<file path="config.mk">
export PLATFORM = sky130hd
export DESIGN_NAME = imem_boot_loader
export DESIGN_NICKNAME = d
export VERILOG_FILES = /design/src/rtl/imem_boot_loader_pkg.sv /design/src/rtl/imem_word_assembler.sv /design/src/rtl/imem_boot_loader.sv
export SDC_FILE = /design/constraint.sdc
export NUM_CORES = 1
export LEC_CHECK = 0
export ABC_CLOCK_PERIOD_IN_PS = 1720
export BUFFER_PORTS_ARGS = -buffer_cell sky130_fd_sc_hd__buf_2
export CAP_MARGIN = 20
export CORE_MARGIN = 2
export CORE_UTILIZATION = 51
export DETAILED_ROUTE_END_ITERATION = 8
export PLACE_DENSITY = 0.76
export SYNTH_ARGS = -nofsm -noshare
export SYNTH_HDL_FRONTEND = slang
export SYNTH_SLANG_ARGS = --single-unit
</file>
<file path="constraint.sdc">
create_clock -name clock -period 1.72 [get_ports clock]
set_input_delay 0.086 -clock clock [delete_from_list [all_inputs] [get_ports clock]]
set_output_delay 0.086 -clock clock [all_outputs]
set_load 0.01 [all_outputs]
</file>
<file path="src/rtl/imem_boot_loader_pkg.sv">
// Purpose : shared constants for the instruction-memory boot loader.
// Latency : n/a (package).
// Backpressure : n/a (package).
// Contents: FSM state encodings, stream framing constants.
package imem_boot_loader_pkg;

  localparam int BYTES_PER_WORD = 4;
  localparam int WORD_W         = 8 * BYTES_PER_WORD;
  localparam int BCNT_W         = $clog2(BYTES_PER_WORD);
  localparam int LEN_W          = 16;

  typedef logic [2:0] state_t;

  localparam state_t ST_LEN_HI = 3'd0;
  localparam state_t ST_LEN_LO = 3'd1;
  localparam state_t ST_DATA   = 3'd2;
  localparam state_t ST_DONE   = 3'd3;
  localparam state_t ST_ERROR  = 3'd4;

endpackage : imem_boot_loader_pkg

</file>
<file path="src/rtl/imem_word_assembler.sv">
// Purpose : packs accepted bytes (MSB first) into 32-bit big-endian words.
// Latency : o_word_vld pulses the cycle after the edge accepting the 4th byte.
// Backpressure : none; the caller only strobes i_byte_vld on accepted transfers.
// Ports: clock/reset (async active-low), i_byte_vld/i_byte accepted byte,
//        o_byte_cnt position of the next byte within the word,
//        o_word_vld one-cycle word strobe, o_word assembled word.
module imem_word_assembler
  import imem_boot_loader_pkg::*;
(
  input  logic              clock,
  input  logic              reset,
  input  logic              i_byte_vld,
  input  logic [7:0]        i_byte,
  output logic [BCNT_W-1:0] o_byte_cnt,
  output logic              o_word_vld,
  output logic [WORD_W-1:0] o_word
);

  localparam logic [BCNT_W-1:0] LAST_BYTE = BCNT_W'(BYTES_PER_WORD - 1);

  logic [BCNT_W-1:0]   r_cnt;
  logic [WORD_W-9:0]   r_shift;
  logic [WORD_W-1:0]   r_word;
  logic                r_word_vld;

  always_ff @(posedge clock or negedge reset) begin
    if (!reset) begin
      r_cnt      <= '0;
      r_shift    <= '0;
      r_word     <= '0;
      r_word_vld <= 1'b0;
    end else begin
      r_word_vld <= 1'b0;
      if (i_byte_vld) begin
        if (r_cnt == LAST_BYTE) begin
          // Final byte completes the word; the shift register is refilled
          // completely by the next word's first three bytes, so no clear needed.
          r_word     <= {r_shift, i_byte};
          r_word_vld <= 1'b1;
          r_cnt      <= '0;
        end else begin
          r_shift <= {r_shift[WORD_W-17:0], i_byte};
          r_cnt   <= r_cnt + 1'b1;
        end
      end
    end
  end

  assign o_byte_cnt = r_cnt;
  assign o_word_vld = r_word_vld;
  assign o_word     = r_word;

endmodule : imem_word_assembler

</file>
<file path="src/rtl/imem_boot_loader.sv">
// Purpose : loads a length-prefixed byte stream into instruction memory, then enables the PC.
// Latency : mem_we the cycle after a word's last byte; enablePC one cycle after the final write.
// Backpressure : in_ready high in LEN_HI/LEN_LO/DATA, low during reset, DONE and ERROR.
// Ports: clock/reset (async active-low), in_data/in_valid/in_ready byte stream,
//        mem_we/mem_addr/mem_wdata imem write port, enablePC, load_error, words_loaded.
module imem_boot_loader
  import imem_boot_loader_pkg::*;
#(
  parameter int ADDR_W = 8
) (
  input  logic              clock,
  input  logic              reset,
  input  logic [7:0]        in_data,
  input  logic              in_valid,
  output logic              in_ready,
  output logic              mem_we,
  output logic [ADDR_W-1:0] mem_addr,
  output logic [WORD_W-1:0] mem_wdata,
  output logic              enablePC,
  output logic              load_error,
  output logic [ADDR_W:0]   words_loaded
);

  localparam int                DEPTH     = 2 ** ADDR_W;
  localparam logic [BCNT_W-1:0] LAST_BYTE = BCNT_W'(BYTES_PER_WORD - 1);

  state_t            r_state;
  state_t            w_state_nxt;
  logic [LEN_W-1:0]  r_len;
  logic [ADDR_W:0]   r_words;
  logic [ADDR_W-1:0] r_mem_addr;
  logic              r_enable_pc;

  logic              w_in_ready;
  logic              w_load_error;
  logic              w_xfer;
  logic              w_byte_acc;
  logic              w_word_done;
  logic              w_last_word;
  logic [LEN_W-1:0]  w_len_full;
  logic [BCNT_W-1:0] w_byte_cnt;
  logic              w_word_vld;
  logic [WORD_W-1:0] w_word;

  assign w_xfer      = in_valid && w_in_ready;
  assign w_byte_acc  = w_xfer && (r_state == ST_DATA);
  assign w_word_done = w_byte_acc && (w_byte_cnt == LAST_BYTE);
  // Full 16-bit header as seen on the edge accepting its low byte.
  assign w_len_full  = {r_len[LEN_W-1:8], in_data};
  assign w_last_word = (LEN_W'(r_words) + LEN_W'(1)) == r_len;

  imem_word_assembler u_asm (
    .clock      (clock),
    .reset      (reset),
    .i_byte_vld (w_byte_acc),
    .i_byte     (in_data),
    .o_byte_cnt (w_byte_cnt),
    .o_word_vld (w_word_vld),
    .o_word     (w_word)
  );

  // FSM: state register
  always_ff @(posedge clock or negedge reset) begin
    if (!reset) r_state <= ST_LEN_HI;
    else        r_state <= w_state_nxt;
  end

  // FSM: next state
  always_comb begin
    w_state_nxt = r_state;
    case (r_state)
      ST_LEN_HI: if (w_xfer) w_state_nxt = ST_LEN_LO;
      ST_LEN_LO: begin
        if (w_xfer) begin
          if (w_len_full == '0)                 w_state_nxt = ST_DONE;
          else if (w_len_full > LEN_W'(DEPTH))  w_state_nxt = ST_ERROR;
          else                                  w_state_nxt = ST_DATA;
        end
      end
      // DONE is entered on the same edge that raises the final mem_we.
      ST_DATA:   if (w_word_done && w_last_word) w_state_nxt = ST_DONE;
      ST_DONE:   w_state_nxt = ST_DONE;
      ST_ERROR:  w_state_nxt = ST_ERROR;
      default:   w_state_nxt = ST_ERROR;
    endcase
  end

  // FSM: outputs. in_ready is also gated by reset so every output reads 0 in reset.
  always_comb begin
    w_in_ready   = 1'b0;
    w_load_error = 1'b0;
    case (r_state)
      ST_LEN_HI, ST_LEN_LO, ST_DATA: w_in_ready   = reset;
      ST_ERROR:                      w_load_error = 1'b1;
      default: ;
    endcase
  end

  always_ff @(posedge clock or negedge reset) begin
    if (!reset) begin
      r_len       <= '0;
      r_words     <= '0;
      r_mem_addr  <= '0;
      r_enable_pc <= 1'b0;
    end else begin
      if (w_xfer && (r_state == ST_LEN_HI)) r_len[LEN_W-1:8] <= in_data;
      if (w_xfer && (r_state == ST_LEN_LO)) r_len[7:0]       <= in_data;
      if (w_word_done) begin
        r_mem_addr <= r_words[ADDR_W-1:0];
        r_words    <= r_words + 1'b1;
      end
      // One cycle behind DONE so the last write lands before the first fetch.
      r_enable_pc <= (r_state == ST_DONE);
    end
  end

  assign in_ready     = w_in_ready;
  assign load_error   = w_load_error;
  assign mem_we       = w_word_vld;
  assign mem_addr     = r_mem_addr;
  assign mem_wdata    = w_word;
  assign enablePC     = r_enable_pc;
  assign words_loaded = r_words;

endmodule : imem_boot_loader

</file>
# Yosys cells after proc, flatten, opt, wreduce, memory -nomap -nowiden
# Cells that the tools add are included.
# classes
add_sub_neg,3
n_lt_le_gt_ge,1
n_eq_ne,9
n_mux,11
bitwise,1
n_reduce_logical,12
# ops
op,count
$eq 10x16->1,1
$gt 16x9->1 const B,1
$logic_not 16->1,1
$mux 3,5
$pmux 3 s4,1
$add 9x1->10 const B,1
$add 9x1->9 const B,1
$eq 3x2->1 const B,2
$logic_and 1x1->1,6
$mux 1,4
$ne 2x2->1 const B,2
$reduce_and 2->1,2
$eq 3x1->1 const B,1
$eq 3x3->1 const B,1
$logic_not 3->1,1
$reduce_and 3->1,1
$reduce_or 3->1,1
$add 2x1->2 const B,1
$eq 2x2->1 const B,1
$mux 2,1
$ne 2x1->1 const B,1
$not 1->1,1
# word_totals
register_bits,96
inputBits,11
output_inout_bits,53
word_cells,47

# Longest topological paths before layout
# depth
ltp_word,9
depth_mapped,7
depth_no_buf,6

# Cells and area by module
# A second synthesis with hierarchy kept.
# hier_totals
hier_cells,290
area_unflattened_um2,4092.7
# by_module_without_submodules
module,n_inst,cells_each,area_each_um2,seq_area_each_um2
imem_word_assembler,1,128,2280.9,1476.4
imem_boot_loader,1,162,1811.7,925.9

# Least setup slack after synthesis
# No wires, ideal clock.
# synth_timing
kind,reg2reg
start,"register r_words[1], in the netlist words_loaded[1]"
end,register r_state[0]
setup_ns,0.076
t_arrival_ns,1.773
required_time_ns,1.644
setup_slack_ns,-0.129
stages_incl_launch_ff,7
path_buffers,0
period_less_slack_ns,1.849
cell_sequence,dfrtp_1 > ha_1 > nand3_2 > or4_1 > a211oi_1 > o22ai_1 > o21ai_1
# synth_between
elab_chain_len,5
# synth_rtl
element,line_no,rtl
from (decl),imem_boot_loader.sv:30,logic [ADDR_W:0] r_words;
from (signal assigned),imem_boot_loader.sv:110,r_words <= r_words + 1'b1;
$add 9x1->10,imem_boot_loader.sv:50,assign w_last_word = (LEN_W'(r_words) + LEN_W'(1)) == r_len;
$eq 10x16->1,imem_boot_loader.sv:50,
$logic_and 1x1->1,imem_boot_loader.sv:81,ST_DATA: if (w_word_done && w_last_word) w_state_nxt = ST_DONE;
$ne 2x1->1 (no line),n/a,
$reduce_and 3->1 (no line),n/a,
to (signal assigned),imem_boot_loader.sv:65,else r_state <= w_state_nxt;
to (decl),imem_boot_loader.sv:27,state_t r_state;
# Every way passes these cells.
# A chain may end at the register's enable or synchronous reset.

# Worst setup path after layout
# layout_timing
start,"register u_asm.r_cnt[0], in the netlist u_asm.o_byte_cnt[0]"
end,"register u_asm.r_word[8], in the netlist u_asm.o_word[8]"
# layout_between
elab_chain_len,2
# layout_rtl
element,line_no,rtl
from (decl),imem_word_assembler.sv:21,logic [BCNT_W-1:0] r_cnt;
from (signal assigned),imem_word_assembler.sv:43,r_cnt <= r_cnt + 1'b1;
$eq 2x2->1,imem_word_assembler.sv:35,if (r_cnt == LAST_BYTE) begin
$reduce_and 2->1 (no line),n/a,
to (signal assigned),imem_word_assembler.sv:38,"r_word <= {r_shift, i_byte};"
to (decl),imem_word_assembler.sv:23,logic [WORD_W-1:0] r_word;
# Every way passes these cells.

==> metrics.txt <==
result of the run finished with violations; violations in the final reports hold timing, setup timing; net switching power 0.00136 W; top_reg_cell synth dfrtp_1; Detail Placement HPWL 5650 µm; ratio of final minimum period to clock period 1.00; Synth Warn # 0; global placement routability congestion between 0.8 and 0.9; critical register-to-register path endpoint u_asm.o_word[8]; post-synthesis register bit count 96; minimum clock period 1.73 ns; floorplan die area just under 9000 µm²; Reg clk slew, reported paths 0.10 ns; global route total overflow 0; async set-or-reset flop fraction in the synthesized netlist 1.00; part of the power in combinational logic 0.148; smallest hold slack -0.478 ns; portion of total power attributed to sequential cells 0.567; list of cells traversed by the critical path ha_4 -> inv_2 -> nor4_4 -> buf_6 -> buf_8 -> mux2_2; via count of the first global-routing pass roughly 2600; share of final-layout standard cells stronger than drive strength 1 0.538; CTS tree built; Worst Setup Path Type reg -> reg; number of standard-cell rows in the floorplan 32; layout overhead on the synthesized area 24.8%; total routing resource utilization after global routing 0.192; sequential area share after synthesis 0.578; Top Ports 64; Die X-Extent 94.3 µm; Final Power 0.00477 W; highest achievable clock rate slightly below 600 MHz; critical path's slowest cell dfrtp_1; register-to-register path setup slack -0.006 ns; antenna violations before repair 0; Antenna Violating Nets Remaining 0; effective utilization at floorplan 0.532; cell count along the critical path 6; depth of the worst register-to-register path 6; instance count of the mapped netlist 299; Post-Synthesis Net Count 312; H-tree levels 3; antenna fix cells 0; top library cells by usage in the layout, fill and taps aside dfrtp_1, buf_2, mux2_2; final wirelength 8550 µm; internal cell power approximately 0.0034 W; number of violations reported at the end of detailed-routing iteration 0 121; Sw Ratio 0.284; synthesized area 4150 µm²; Num CTS Buffers 9; CTS sink cnt between 90 and 100; via density per instance 5.51; peak fanout along the critical path 8; worst slew pin tran 0.649 ns; largest net degree at the start of global routing 54; later-pin clock latency in the skew report 0.36 ns; leakage dissipation between 2 and 3 nW; crit end category flop; worst voltage drop across the vdd grid 593 µV; number of failing setup endpoints in the final timing report 3; min-delay worst type in -> async; most frequent standard cell in the layout excluding fill and tap cells dfrtp_1; Pins Over Slew Limit 0; mean instance size in the synthesized netlist 13.9 µm²; global-route wire length before repair around 13000 µm; die boundary height 94.3 µm; Total Neg Setup Slack -0.00785 ns; maximum capacitance violations 0; cell class contributing the biggest share of worst-path delay flip-flops; clock skew 0.00932 ns; post-synth cell types 47; Post-synth EDFFs 0; peak per-stage delay on the critical path 0.43 ns; routed length per instance about 17 µm; total DRC errors in the routed layout 0; core area 7810 µm²; clock share of power 0.285; Slew headroom 0.567; number of iterations in the first detailed-routing pass 5; launching element of the worst setup path u_asm.o_byte_cnt[0]; timing endpoint of the critical path u_asm.o_word[8]; clock root buffer clkbuf_8; Nets 402; worst setup slack after layout -0.00556 ns; number of vias in the routed layout 2735; RSZ-0062 raised after global routing yes; critical register-to-register path startpoint u_asm.o_byte_cnt[0]; crit path buf inv count 3; worst path arrival time roughly 2 ns; number of hold-slack violations in the final timing report 43; category of the worst setup path launch point flop; required time reported for the critical path endpoint 1.97 ns; PortBufs 63; Longest Clk Path Bufs 2; Power per Cell Area 921 nW/µm²
registers in the layout, indices dropped and copies added, names as in the netlist:
signal            cells
u_asm.o_word         32
u_asm.r_shift        24
r_len                16
words_loaded          9
mem_addr              8
r_state               3
u_asm.o_byte_cnt      2
enablePC              1
u_asm.o_word_vld      1
Yosys cell counts, types with 3 or more instances:
| master | n | share of area |
|---|---|---|
| o21ai_0 | 4 | 0.0048 |
| a21oi_1 | 4 | 0.0048 |
| nand4_1 | 4 | 0.0060 |
| nand3_1 | 5 | 0.0060 |
| nor3_1 | 4 | 0.0048 |
| clkbuf_1 | 4 | 0.0036 |
| inv_1 | 4 | 0.0036 |
| nor3b_1 | 3 | 0.0054 |
| xor2_1 | 6 | 0.013 |
| mux2_2 | 81 | 0.22 |
| nand2_1 | 12 | 0.011 |
| nor4_1 | 4 | 0.0060 |
| buf_2 | 11 | 0.013 |
| dfrtp_1 | 96 | 0.58 |
| nor2_1 | 6 | 0.0054 |
| buf_4 | 3 | 0.0054 |
| xnor2_1 | 10 | 0.021 |
cell type report:
| type | instances | area (µm²) |
|---|---|---|
| fillers | 583 | 2620 |
| flip-flops and latches | 96 | 2400 |
| multi-input cells | 180 | 1780 |
| repair buffers | 98 | 674 |
| clock buffers | 10 | 128 |
| well taps | 102 | 128 |
| clock inverters | 6 | 57.6 |
| inverters | 4 | 15.0 |
cell families after synthesis:
kind of cell,after synthesis,synth area share
fa+ha+maj,2,0.00602
simple gates,61,0.101
buf+inv,23,0.0286
compound gates,19,0.0304
flops,96,0.578
xor+xnor,16,0.0337
mux,82,0.222
through the flow:
step | area, µm² | utilization | cells | setup WS [ns]
detailed placement | 4730 | 0.605 | 472 | -0.0799
floorplan | 4160 | - | 299 | -0.0345
finish | 5180 | 0.664 | 496 | -0.00556
global route | 5180 | 0.664 | 496 | -0.0850
global placement | 4730 | 0.605 | 472 | 0.0327
CTS | 4950 | 0.634 | 491 | 0.00117
worst min path at each step:
stage | from | endpoint | slack (ns) | cells after the start
4_1_cts | reset | r_state[2] | -0.49 | 1
6_report | reset | r_state[1] | -0.48 | 1
3_3_place_gp | reset | r_state[1] | -0.10 | 1
5_1_grt | reset | r_state[2] | -0.49 | 1
3_5_place_dp | reset | r_state[1] | -0.1 | 1
2_1_floorplan | reset | enablePC | -0.21 | 0
per-layer routing:
layer / wire length (µm) / GRT usage / up-vias
met4: 108 / 0.0737 / 0
met2: 4230 / 0.301 / 80
met5: 0 / 0 / -
li1: - / - / 1249
met3: 336 / 0.0297 / 10
met1: 3880 / 0.272 / 1396
power by group through the flow:
stage	clock network [W]	registers [W]	logic, W
CTS	0.00140	0.00269	0.000706
detailed placement	0	0.00274	0.000690
floorplan	0	0.00266	0.000501
finish	0.00136	0.00271	0.000705
global placement	0	0.00271	0.000661
global route	0.00149	0.00274	0.000779
what timing repair did:
item,in CTS,in global routing
setup buffers,3,2
gates cloned,0,3
pin swaps,2,7
setup endpoints to repair,43,50
hold endpoints to repair,43,43
gates resized for setup,3,42
Power figures use the tool's default switching activity.
